==> config.mk <==
export PLATFORM = sky130hd
export DESIGN_NAME = fetch_unit
export DESIGN_NICKNAME = d
export VERILOG_FILES = /design/src/rtl/fetch_unit.sv
export SDC_FILE = /design/constraint.sdc
export NUM_CORES = 1
export LEC_CHECK = 0
export CAP_MARGIN = 20
export CELL_PAD_IN_SITES_DETAIL_PLACEMENT = 0
export CELL_PAD_IN_SITES_GLOBAL_PLACEMENT = 1
export CORE_AREA = 2 2 117 119
export DETAILED_ROUTE_END_ITERATION = 7
export DIE_AREA = 0 0 119 121
export DONT_BUFFER_PORTS = 1
export PLACE_DENSITY = 0.82
export SETUP_SLACK_MARGIN = 0.3
export SYNTH_ARGS = -nofsm -noshare
export SYNTH_HDL_FRONTEND = slang
export SYNTH_SLANG_ARGS = --single-unit
export TNS_END_PERCENT = 1
==> constraint.sdc <==
create_clock -name clk -period 4.4 [get_ports clk]
set_input_delay 0.88 -clock clk [delete_from_list [all_inputs] [get_ports clk]]
set_output_delay 0.88 -clock clk [all_outputs]
set_load 0.1 [all_outputs]
==> src/rtl/fetch_unit.sv <==
// Instruction fetch unit: requests one instruction at a time from instruction
// memory, holds it until downstream consumes it, then advances pc.
module fetch_unit #(
    parameter logic [31:0] RESET_PC = 32'h0000_0000
) (
    input  logic        clk,
    input  logic        rst,
    output logic        imem_req,
    output logic [31:0] imem_addr,
    input  logic        imem_ready,
    input  logic [31:0] imem_rdata,
    input  logic        stall,
    input  logic        branch,
    input  logic        pcsrc,
    input  logic [31:0] branch_offset,
    output logic [31:0] instr,
    output logic [5:0]  opcode,
    output logic        instr_valid,
    output logic [31:0] pc,
    output logic [31:0] pc_plus4,
    output logic [15:0] retired
);

    typedef enum logic [1:0] {
        IDLE,
        FETCH,
        VALID
    } state_t;

    state_t      state_q;
    logic        imem_req_q;
    logic        instr_valid_q;
    logic [31:0] pc_q;
    logic [31:0] pc_d;
    logic [31:0] instr_q;
    logic [15:0] retired_q;
    logic [15:0] retired_d;
    logic [31:0] jump_target;
    logic [31:0] branch_target;
    logic [31:0] next_pc;

    assign pc_plus4      = pc_q + 32'd4;
    assign jump_target   = {pc_plus4[31:28], instr_q[25:0], 2'b00};
    assign branch_target = pc_plus4 + (branch_offset << 2);

    // Jump outranks branch when the control unit raises both.
    always_comb begin
        next_pc = pc_plus4;
        if (pcsrc) begin
            next_pc = jump_target;
        end else if (branch) begin
            next_pc = branch_target;
        end
    end

    assign pc_d      = next_pc & ~32'd3;
    assign retired_d = retired_q + 16'd1;

    // NOTE: sequential state uses non-blocking assignments so every register
    // samples the pre-edge values, independent of statement order.
    always_ff @(posedge clk) begin
        if (rst) begin
            state_q       <= IDLE;
            imem_req_q    <= 1'b0;
            instr_valid_q <= 1'b0;
            pc_q          <= RESET_PC & ~32'd3;
            instr_q       <= 32'd0;
            retired_q     <= 16'd0;
        end else begin
            case (state_q)
                IDLE: begin
                    state_q    <= FETCH;
                    imem_req_q <= 1'b1;
                end
                FETCH: begin
                    if (imem_ready) begin
                        state_q       <= VALID;
                        imem_req_q    <= 1'b0;
                        instr_valid_q <= 1'b1;
                        instr_q       <= imem_rdata;
                    end
                end
                VALID: begin
                    if (!stall) begin
                        state_q       <= FETCH;
                        imem_req_q    <= 1'b1;
                        instr_valid_q <= 1'b0;
                        pc_q          <= pc_d;
                        retired_q     <= retired_d;
                    end
                end
                default: begin
                    state_q       <= IDLE;
                    imem_req_q    <= 1'b0;
                    instr_valid_q <= 1'b0;
                end
            endcase
        end
    end

    assign imem_req    = imem_req_q;
    assign imem_addr   = pc_q;
    assign instr       = instr_q;
    assign opcode      = instr_q[31:26];
    assign instr_valid = instr_valid_q;
    assign pc          = pc_q;
    assign retired     = retired_q;

endmodule

# After elaboration in Yosys (flattened, before gate mapping)
# Index checks and enable logic that the tools add are counted.
# Widths: inputs -> output; s select.
# word_totals
reg_bits	82
input_bits	70
# classes
n_addsub	3
n_eq_ne	4
muxes	11
bitwise	2
reduce_logical	5
# ops
cell	n
$mux 32	2
$add 32x3->32 const B	1
$add 32x32->32	1
$add 16x1->16 const B	1
$pmux 1 s3	2
$pmux 2 s3	1
$reduce_and 2->1	3
$mux 1	4
$mux 2	2
$ne 2x2->1 const B	2
$reduce_and 3->1	1
$eq 2x1->1 const B	1
$eq 2x2->1 const B	1
$logic_not 2->1	1
$not 1->1	2

# Logic depth before layout (Yosys ltp)
# Gate-level depths: netlist of run 1.
# logic_depth
depth_word	4
ltp_mapped	16
mapped_depth_nobuf	16

# Worst setup path before layout of run 1
# Ideal clock, no wire load.
# synth_path
path_kind	register to register
startpoint	reg pc_q[11] (netlist: imem_addr[11])
endpoint	reg pc_q[29] (netlist: imem_addr[29])
setup_ns	0.086
arrival_time_ns	5.505
path_slack_ns	-1.192
path_stages_with_launch	17
n_path_buf	1
cell_sequence	dfxtp_1 > and4_1 > nand4_1 > nor3_2 > and3_1 > xor2_1 > ha_1 > clkbuf_1 > a21o_1 > a21o_1 > a21o_1 > a21o_1 > a21oi_1 > o21ai_0 > o21ai_0 > nand3b_1 > a211oi_1
# synth_between
elab_chain_len	4
# synth_rtl
item	line_no	source
from (decl)	33	logic [31:0] pc_q;
from (signal assigned)	66	pc_q <= RESET_PC & ~32'd3;
from (signal assigned)	88	pc_q <= pc_d;
$add 32x3->32	42	assign pc_plus4 = pc_q + 32'd4;
net pc_plus4[22]	20	output logic [31:0] pc_plus4,
$add 32x32->32	44	assign branch_target = pc_plus4 + (branch_offset << 2);
$mux 32	51	end else if (branch) begin
$mux 32	49	if (pcsrc) begin
# The timed path passes the listed nets, and every way through them passes these cells.
# A chain may end at the register's enable or synchronous reset.

# Worst setup path after layout of run 1
# layout_path
startpoint	reg pc_q[7] (netlist: imem_addr[7])
endpoint	reg pc_q[28] (netlist: imem_addr[28])
# layout_between
elab_chain_len	4
# layout_rtl
item	line_no
$add 32x3->32 *	42
$add 32x32->32	44
$mux 32	51
$mux 32 *	49
# Mark *: on every way between the ends. The rest lies on a longest branch, timed or not.

==> impl_metrics.tcl, run 1 <==
set metrics [dict create \
    status "complete, no violations" \
    synth_area_leaders "dfxtp_1 (28%), nand2_1 (8.6%), ha_1 (7.9%)" \
    total_power_mw 2.00 \
    ys_async_sr_fraction_pct 0 \
    start_kind "flop" \
    fin_skew_ps 5.96 \
    yosys_warnings 0 \
    routedWlPerCell_um 19.1 \
    place_hpwl_um 14400 \
    drv_slew 0 \
    fin_util_pct 53.4 \
    fp.coreArea_sq_mm 0.0131 \
    placement.io_buffers 0 \
    cts_tree "yes" \
    vias 5540 \
    cts_root_buf "clkbuf_16" \
    cts.sinks 81 \
    yosys.cell_types.count 57 \
    grt_max_degree 73 \
    path_class "flop to flop" \
    clk_path_buf_depth 2 \
    setup_viol 0 \
    htree_num_levels 3 \
    finalCritPeriodShare_pct 87.4 \
    antenna_found_initial 0 \
    vdd_drop_max_mv 0.279 \
    drt_iter0_drc 422 \
    power.density_mw_per_mm2 286 \
    ys_ff_latch 81 \
    netlist_instances 771 \
    track_usage_pct 25.0 \
    max-cap-violations 0 \
    timing.fmax_ghz 0.260 \
    avgSynthCellArea_sq_um 7.58 \
    cts_buffers 9 \
    synth_top_cell_area_share_pct 27.8 \
    synth_edf_count 0 \
    drtPass1Iterations 5 \
    place.gp.congestion 0.926 \
    start_util_pct 44.6 \
    maxSlewHeadroom_pct 23.7 \
    layout-drive-gt1-share_pct 20.2 \
    ctsHoldBuffers 0 \
    rsz0062_at_grt "no" \
    yosysSeqAreaShare_pct 27.8 \
    crit_fanout 7 \
    antenna_cells 0 \
    area_delta_synth_final_pct 19.6 \
    hold_viol 0 \
    fp.dieH_um 121 \
    synth_common_cells "nand2_1 (134), a21oi_1 (90), dfxtp_1 (81)" \
    end_kind "flop" \
    vias_per_cell 5.76 \
    worstMarginPinSlew_ps 1140 \
    die_x_um 119 \
    num_rows 42 \
    yosys.area.top_type "dfxtp_1" \
    die_area_sq_mm 0.0144 \
    grt_pass1_vias 5241 \
    p_leak_nw 2.97 \
    grt_first_pass_wirelength_um 28500 \
    drt-total-wl_um 18400 \
    clkLatencyLatePin_ps 330 \
    synth.cell_area_sq_mm 0.00584 \
    fin_nets 890 \
    clkTransAtPathRegs_ps 60 \
    overflow 0 \
    synthFlopType "dfxtp_1" \
    fin_crit_ps 3840 \
    ant_nets 0 \
    cp_data_required_time_ps 4620 \
    ios 222 \
    hp-class "flop to flop" \
    drc 0 \
    tns_ps 0 \
    yosysMostFrequentCell "nand2_1" \
    worstPathArrival_ps 4070 \
]
==> final cells by class <==
class	count	area [sq um]
Fill cell	1278	6100
Multi-Input combinational cell	611	4190
Sequential cell	81	1700
Timing Repair Buffer	70	533
Clock buffer	13	272
Tap cell	176	220
Clock inverter	2	35.0
Inverter	9	33.8
==> cells by family after synthesis <==
group / share of synthesized area (%)
compound gates: 23.3
other cells: 0.0642
flops: 27.8
fa+ha+maj: 8.27
buf+inv: 8.10
xor+xnor: 8.85
mux: 1.37
simple gates: 22.3
==> cell usage in the layout, fill, tap and decap left out, types with 4 or more instances in the layout <==
cell type  count
and4_1         5
a21oi_1       90
o21ai_0       32
xnor2_1       14
nand2b_1       9
nand3_1       20
dfxtp_2       23
and3_1        19
xor2_1        18
mux2i_1        8
o21a_1         5
and2_1         7
conb_1         6
or2_2          4
nand4_1       10
or3_1          6
nor3_1         5
a211oi_1      11
xor2_2         5
buf_4         69
inv_1          8
a22o_1         6
o22ai_1        7
xnor2_4       11
a21o_1        18
dfxtp_4       13
o211ai_1       9
xor2_4         8
nand2_1      134
dfxtp_1       45
clkbuf_16     10
ha_1          37
nor2_1        55
nor2b_1        5
==> registers in the layout, summed over array words and instances, names as in the netlist <==
signal       count
retired         16
imem_addr       30
state_q          2
instr           32
instr_valid      1
==> repair_timing <==
| item | 4_1_cts | 5_1_grt |
|---|---|---|
| setup endpoints to repair | 0 | 2 |
| resized for setup | 0 | 2 |
| setup buffers | 0 | 0 |
==> layer usage <==
metal / part of all wire (%) / global-route usage (%) / vias up / wire, um
met2: 44 / 39.1 / 241 / 8150
met1: 46 / 34.5 / 2594 / 8460
met3: 9.0 / 7.24 / 11 / 1660
met4: 0.73 / 4.69 / 0 / 135
met5: 0 / 0 / - / 0
li1: - / - / 2694 / -
==> critical path, cell delays in order (launching register included) <==
cell	delay, ps
dfxtp_4	340
buf_4	510
nand4_1	340
xnor2_4	220
ha_1	260
a2111oi_2	360
o21ai_1	150
a32oi_4	310
o221ai_2	170
a21oi_2	260
nor3_1	100
a211oi_2	320
mux2i_1	140
o31a_1	240
==> final timing paths <==
check                                   from            end  slack, ps  depth (start not counted)
worst max register to register  imem_addr[7]  imem_addr[28]        560                         13
worst min-delay path            imem_addr[3]   imem_addr[3]        500                          2
worst min register to register  imem_addr[3]   imem_addr[3]        500                          2
worst max-delay path            imem_addr[7]  imem_addr[28]        560                         13
==> through the flow <==
| stage | hold slack, ps | worst slack [ps] | instances | instance area, sq um |
|---|---|---|---|---|
| after floorplan | 517 | 257 | 776 | 6340 |
| after global placement | 476 | 531 | 946 | 6660 |
| after detailed placement | 483 | 542 | 947 | 6670 |
| after CTS | 492 | 524 | 962 | 6980 |
| after global routing | 499 | 296 | 962 | 6990 |
| final | 503 | 556 | 962 | 6990 |
==> power breakdown <==
group | internal (mW) | switching (mW)
Sequential | 0.748 | 0.158
Clock | 0.486 | 0.281
Combinational | 0.0862 | 0.238
Total | 1.32 | 0.677
Note: power is estimated with default switching activity, not from simulation.
==> run 2: changes to the inputs <==
SKIP_CTS_REPAIR_TIMING = 1   (was not set)
==> results of run 2 <==
Final layout, timing and power as in run 1 (identical DEF).
==> run 3: changes to the inputs <==
PLACE_DENSITY = not set   (was 0.82)
PLACE_DENSITY_LB_ADDON = 0.1   (was not set)
==> run 3 against run 2 <==
Against the previous run: sequential share of layout area did not move; setup slack got worse by 90 ps; combinational power barely moved; power fell by 1.8%; sequential power barely moved; flip-flop and latch count did not move; global-route usage rose by 0.88 points; cell area did not move; die area did not move; critical path type unchanged; largest power group unchanged.
==> impl_metrics.tcl, run 3 (synthesized netlist as in run 1, its figures left out) <==
set metrics [dict create \
    vias_per_cell 5.77 \
    cts.sinks 81 \
    cp_slowest_cell "a211oi_1" \
    worstPathArrival_ps 4170 \
    power.density_mw_per_mm2 281 \
    vdd_drop_max_mv 0.279 \
    layout-drive-gt1-share_pct 20.9 \
    worstMarginPinSlew_ps 1130 \
    rsz0062_at_grt "no" \
    die_x_um 119 \
    antenna_cells 0 \
    cts_root_buf "clkbuf_16" \
    crit_fanout 5 \
    place.gp.congestion 0.913 \
    track_usage_pct 25.9 \
    largest_reg_flops 32 \
    start_util_pct 44.6 \
    routedLengthMet1_um 8940 \
    hp-class "flop to flop" \
    end_kind "flop" \
    finalCritPeriodShare_pct 89.4 \
    cp_data_required_time_ps 4640 \
    ios 222 \
    fp.dieH_um 121 \
    overflow 0 \
    fin_crit_ps 3930 \
    clkTransAtPathRegs_ps 60 \
    cts_tree "yes" \
    drv_slew 0 \
    num_rows 42 \
    maxSlewHeadroom_pct 24.7 \
    r2r_slack_ps 470 \
    drc 0 \
    p_leak_nw 2.97 \
    hold_viol 0 \
    area_delta_synth_final_pct 19.6 \
    timing.fmax_ghz 0.254 \
    layout_common_cells "nand2_1 (134), a21oi_1 (90), buf_4 (71), nor2_1 (54), dfxtp_1 (45)" \
    routed.top_layer "met4" \
    fp.coreArea_sq_mm 0.0131 \
    path_cells "buf_6, nand4_1, nor2_2, and4_1, xor2_4, ha_1, and3_1, and4_1, a22o_1, a21oi_1, a21o_1, a211oi_1, nor3_1, nand3b_1, a211oi_1" \
    cpPeakStageDelay_ps 490 \
    layout.cells.most_common "nand2_1" \
    grt_pass1_vias 5159 \
    dr_wl_met3_um 1910 \
    placement.io_buffers 0 \
    grt_first_pass_wirelength_um 29000 \
    clkLatencyLatePin_ps 330 \
    ant_nets 0 \
    drtPass1Iterations 5 \
    setup_viol 0 \
    start_kind "flop" \
    place_hpwl_um 14800 \
    antenna_found_initial 0 \
    drt-total-wl_um 19100 \
    fin_skew_ps 6.68 \
    fin_util_pct 53.4 \
    drt_iter0_drc 475 \
    status "complete, no violations" \
    path_class "flop to flop" \
    max-cap-violations 0 \
    routedWlPerCell_um 19.8 \
    die_area_sq_mm 0.0144 \
    route.met2.wl_um 8030 \
    htree_num_levels 3 \
    tns_ps 0 \
    cts_buffers 9 \
    vias 5564 \
    clk_path_buf_depth 2 \
    fin_hold_ws_ps 486 \
    grt_max_degree 73 \
    fin_nets 892 \
]
## run 3: worst paths after layout
check,endpoint,cells past startpoint,start
max,imem_addr[29],15,imem_addr[8]
min,imem_addr[23],2,imem_addr[23]
max reg2reg,imem_addr[29],15,imem_addr[8]
min reg2reg,imem_addr[23],2,imem_addr[23]
## run 3: report_power, final
part / internal, mW / switching [mW]
registers: 0.748 / 0.158
logic: 0.0860 / 0.240
clock network: 0.428 / 0.301
total: 1.26 / 0.699
## run 3: layer usage
metal  global-route usage, %  vias up
met3                    7.57       12
met1                    37.0     2615
met2                    38.0      241
met5                       0        -
li1                        -     2696
met4                    6.70        0
## run 3: critical path, delay by kind of cell, from the launching register on
family | cells | cell delay [ps]
AND/OR/NAND/NOR | 7 | 1530
AO/OA/AOI/OAI | 5 | 1220
adder cells (fa/ha/maj) | 1 | 370
flip-flops | 1 | 360
buffers and inverters | 1 | 260
XOR/XNOR | 1 | 90
## run 3: final cells by class
| cell class | count | area [sq um] |
|---|---|---|
| well taps | 176 | 220 |
| flip-flops and latches | 81 | 1700 |
| repair buffers | 72 | 544 |
| clock buffers | 12 | 267 |
| inverters | 9 | 33.8 |
| multi-input cells | 611 | 4200 |
| fillers | 1290 | 6100 |
| clock inverters | 4 | 26.3 |
## run 3: metrics by stage
| stage | power, mW | std cells | area [sq um] | setup WS, ps |
|---|---|---|---|---|
| 6_report | 1.96 | 965 | 6990 | 466 |
| 5_1_grt | 2.03 | 965 | 6990 | 287 |
| 4_1_cts | 1.97 | 965 | 6970 | 345 |
| 3_5_place_dp | 1.24 | 949 | 6680 | 390 |
| 3_3_place_gp | 1.24 | 949 | 6680 | 420 |
| 2_1_floorplan | 1.20 | 776 | 6340 | 257 |
==> patch: new RTL, config.mk and constraints of run 3 <==
Encoding of `state_t`: now one-hot (3 bits for 3 states).
--- a/src/rtl/fetch_unit.sv
+++ b/src/rtl/fetch_unit.sv
@@ -21,10 +21,10 @@
     output logic [15:0] retired
 );
 
-    typedef enum logic [1:0] {
-        IDLE,
-        FETCH,
-        VALID
+    typedef enum logic [2:0] {
+        IDLE  = 3'b001,
+        FETCH = 3'b010,
+        VALID = 3'b100
     } state_t;
 
     state_t      state_q;
Function: same outputs for any inputs over 4 cycles, from zero or initial values and one cycle with rst high; so few cycles prove little.
==> patch against run 3 <==
Power grew 1.1%; synthesized area rose by 4.1%; final cell count up 1.7%; cell area up 3.6%; sequential cell count rose by 2; maximum frequency is 1.2% lower; global-route usage is 0.071 points lower; routed wire length shrank 0.97%; setup slack got worse by 48 ps; critical path depth stayed put; first-iteration DRC count down 13%; non-clock buffer count down 1; die area unchanged.
==> patch: results (changes against run 3) <==
Power
  – Net Sw Power: 0.665 mW (-4.9%)
  – Peak supply drop: 0.302 mV (+8.2%)
  – Leakage: 2.97 nW (about the same)
  – Clock power share: 39.2% (+2.0 points)
  – Reg power frac: 48.1% (+1.9 points)

Logic synthesis
  – Synth cell count leaders: nand2_1, a21oi_1, dfxtp_1
  – Synth cell types: 73 (+28%)
  – Dominant cells by area after synthesis: dfxtp_1, ha_1, a21oi_1
  – Synthesized area per cell: 7.68 µm² (+1.3%)

Placed design
  – Placed insts: 962 (+1.4%)
  – Routability congestion estimate: 0.943 (+3.3%)
  – Post-place setup slack: 232 ps (-159 ps)
  – DPL Wire Length: 14.7 mm (about the same)

Critical path
  – Critical path destination: imem_addr[31]
  – Reg2reg setup slack: 420 ps (-50 ps)
  – Slowest cell on crit path: or3_4
  – WP data arrival: 4210 ps (+40 ps)

STA
  – Fmax: 0.251 GHz (-1.2%)
  – Fin Hold WS: 480 ps (-5.20 ps)
  – Worst Skew: 7.57 ps (+0.886 ps)
  – Max-slew headroom: 26.9% (+2.3 points)

Global route
  – GRT Util Overall: 25.8% (-0.071 points)
  – GR Layer Usage met2: 37.9% (-0.14 points)
  – GRT met1 Usage: 37.8% (+0.83 points)
  – First-pass GRT wire length: 29.6 mm (+2.0%)
  – Vias in the first global route: 5369 (+4.1%)

Routing
  – DR WL met3: 1.37 mm (-28%)
  – Wire per inst: 19.3 µm (-2.6%)
  – Initial DRC count: 413 (-13%)
  – Routed WL: 18.9 mm (-0.97%)
  – Routed wl met2: 8.05 mm (+0.14%)
  – Post-DR vias/cell: 5.79 (+0.37%)
  – Detailed-routing wirelength on met1: 9.18 mm (+2.6%)

Cells and area
  – Layout cells sized above 1: 24.0% (+3.1 points)

Run status
  – Status: complete, no violations
## patch: cell types whose count changed in the layout (fill, tap and decap cells not counted), sizes merged, moves of 5 or more
cell / run 3 / this run
xnor2: 28 / 35
o22ai: 7 / 1
nor2: 56 / 74
nand4: 10 / 17
inv: 8 / 19
nand2: 134 / 122
and2: 8 / 2
and3: 19 / 13
a21o: 18 / 13
## patch: kinds of logic after synthesis
family / count (synthesis) / synth area share (%)
and+or+nand+nor: 294 / 22.7
muxes: 8 / 1.34
xor gates and xnor gates: 67 / 9.65
buffers and inverters: 95 / 9.88
AOI/OAI and AO/OA: 206 / 21.1
DFF: 83 / 27.3
adders and majority gates: 38 / 7.94
other: 1 / 0.0617
## patch: final cells by class
class	count	area [µm²]
flip-flops and latches	83	1740
repair buffers	71	568
fillers	1242	5850
clock buffers	10	239
inverters	16	60.1
multi-input cells	619	4340
well taps	176	220
clock inverters	6	70.1
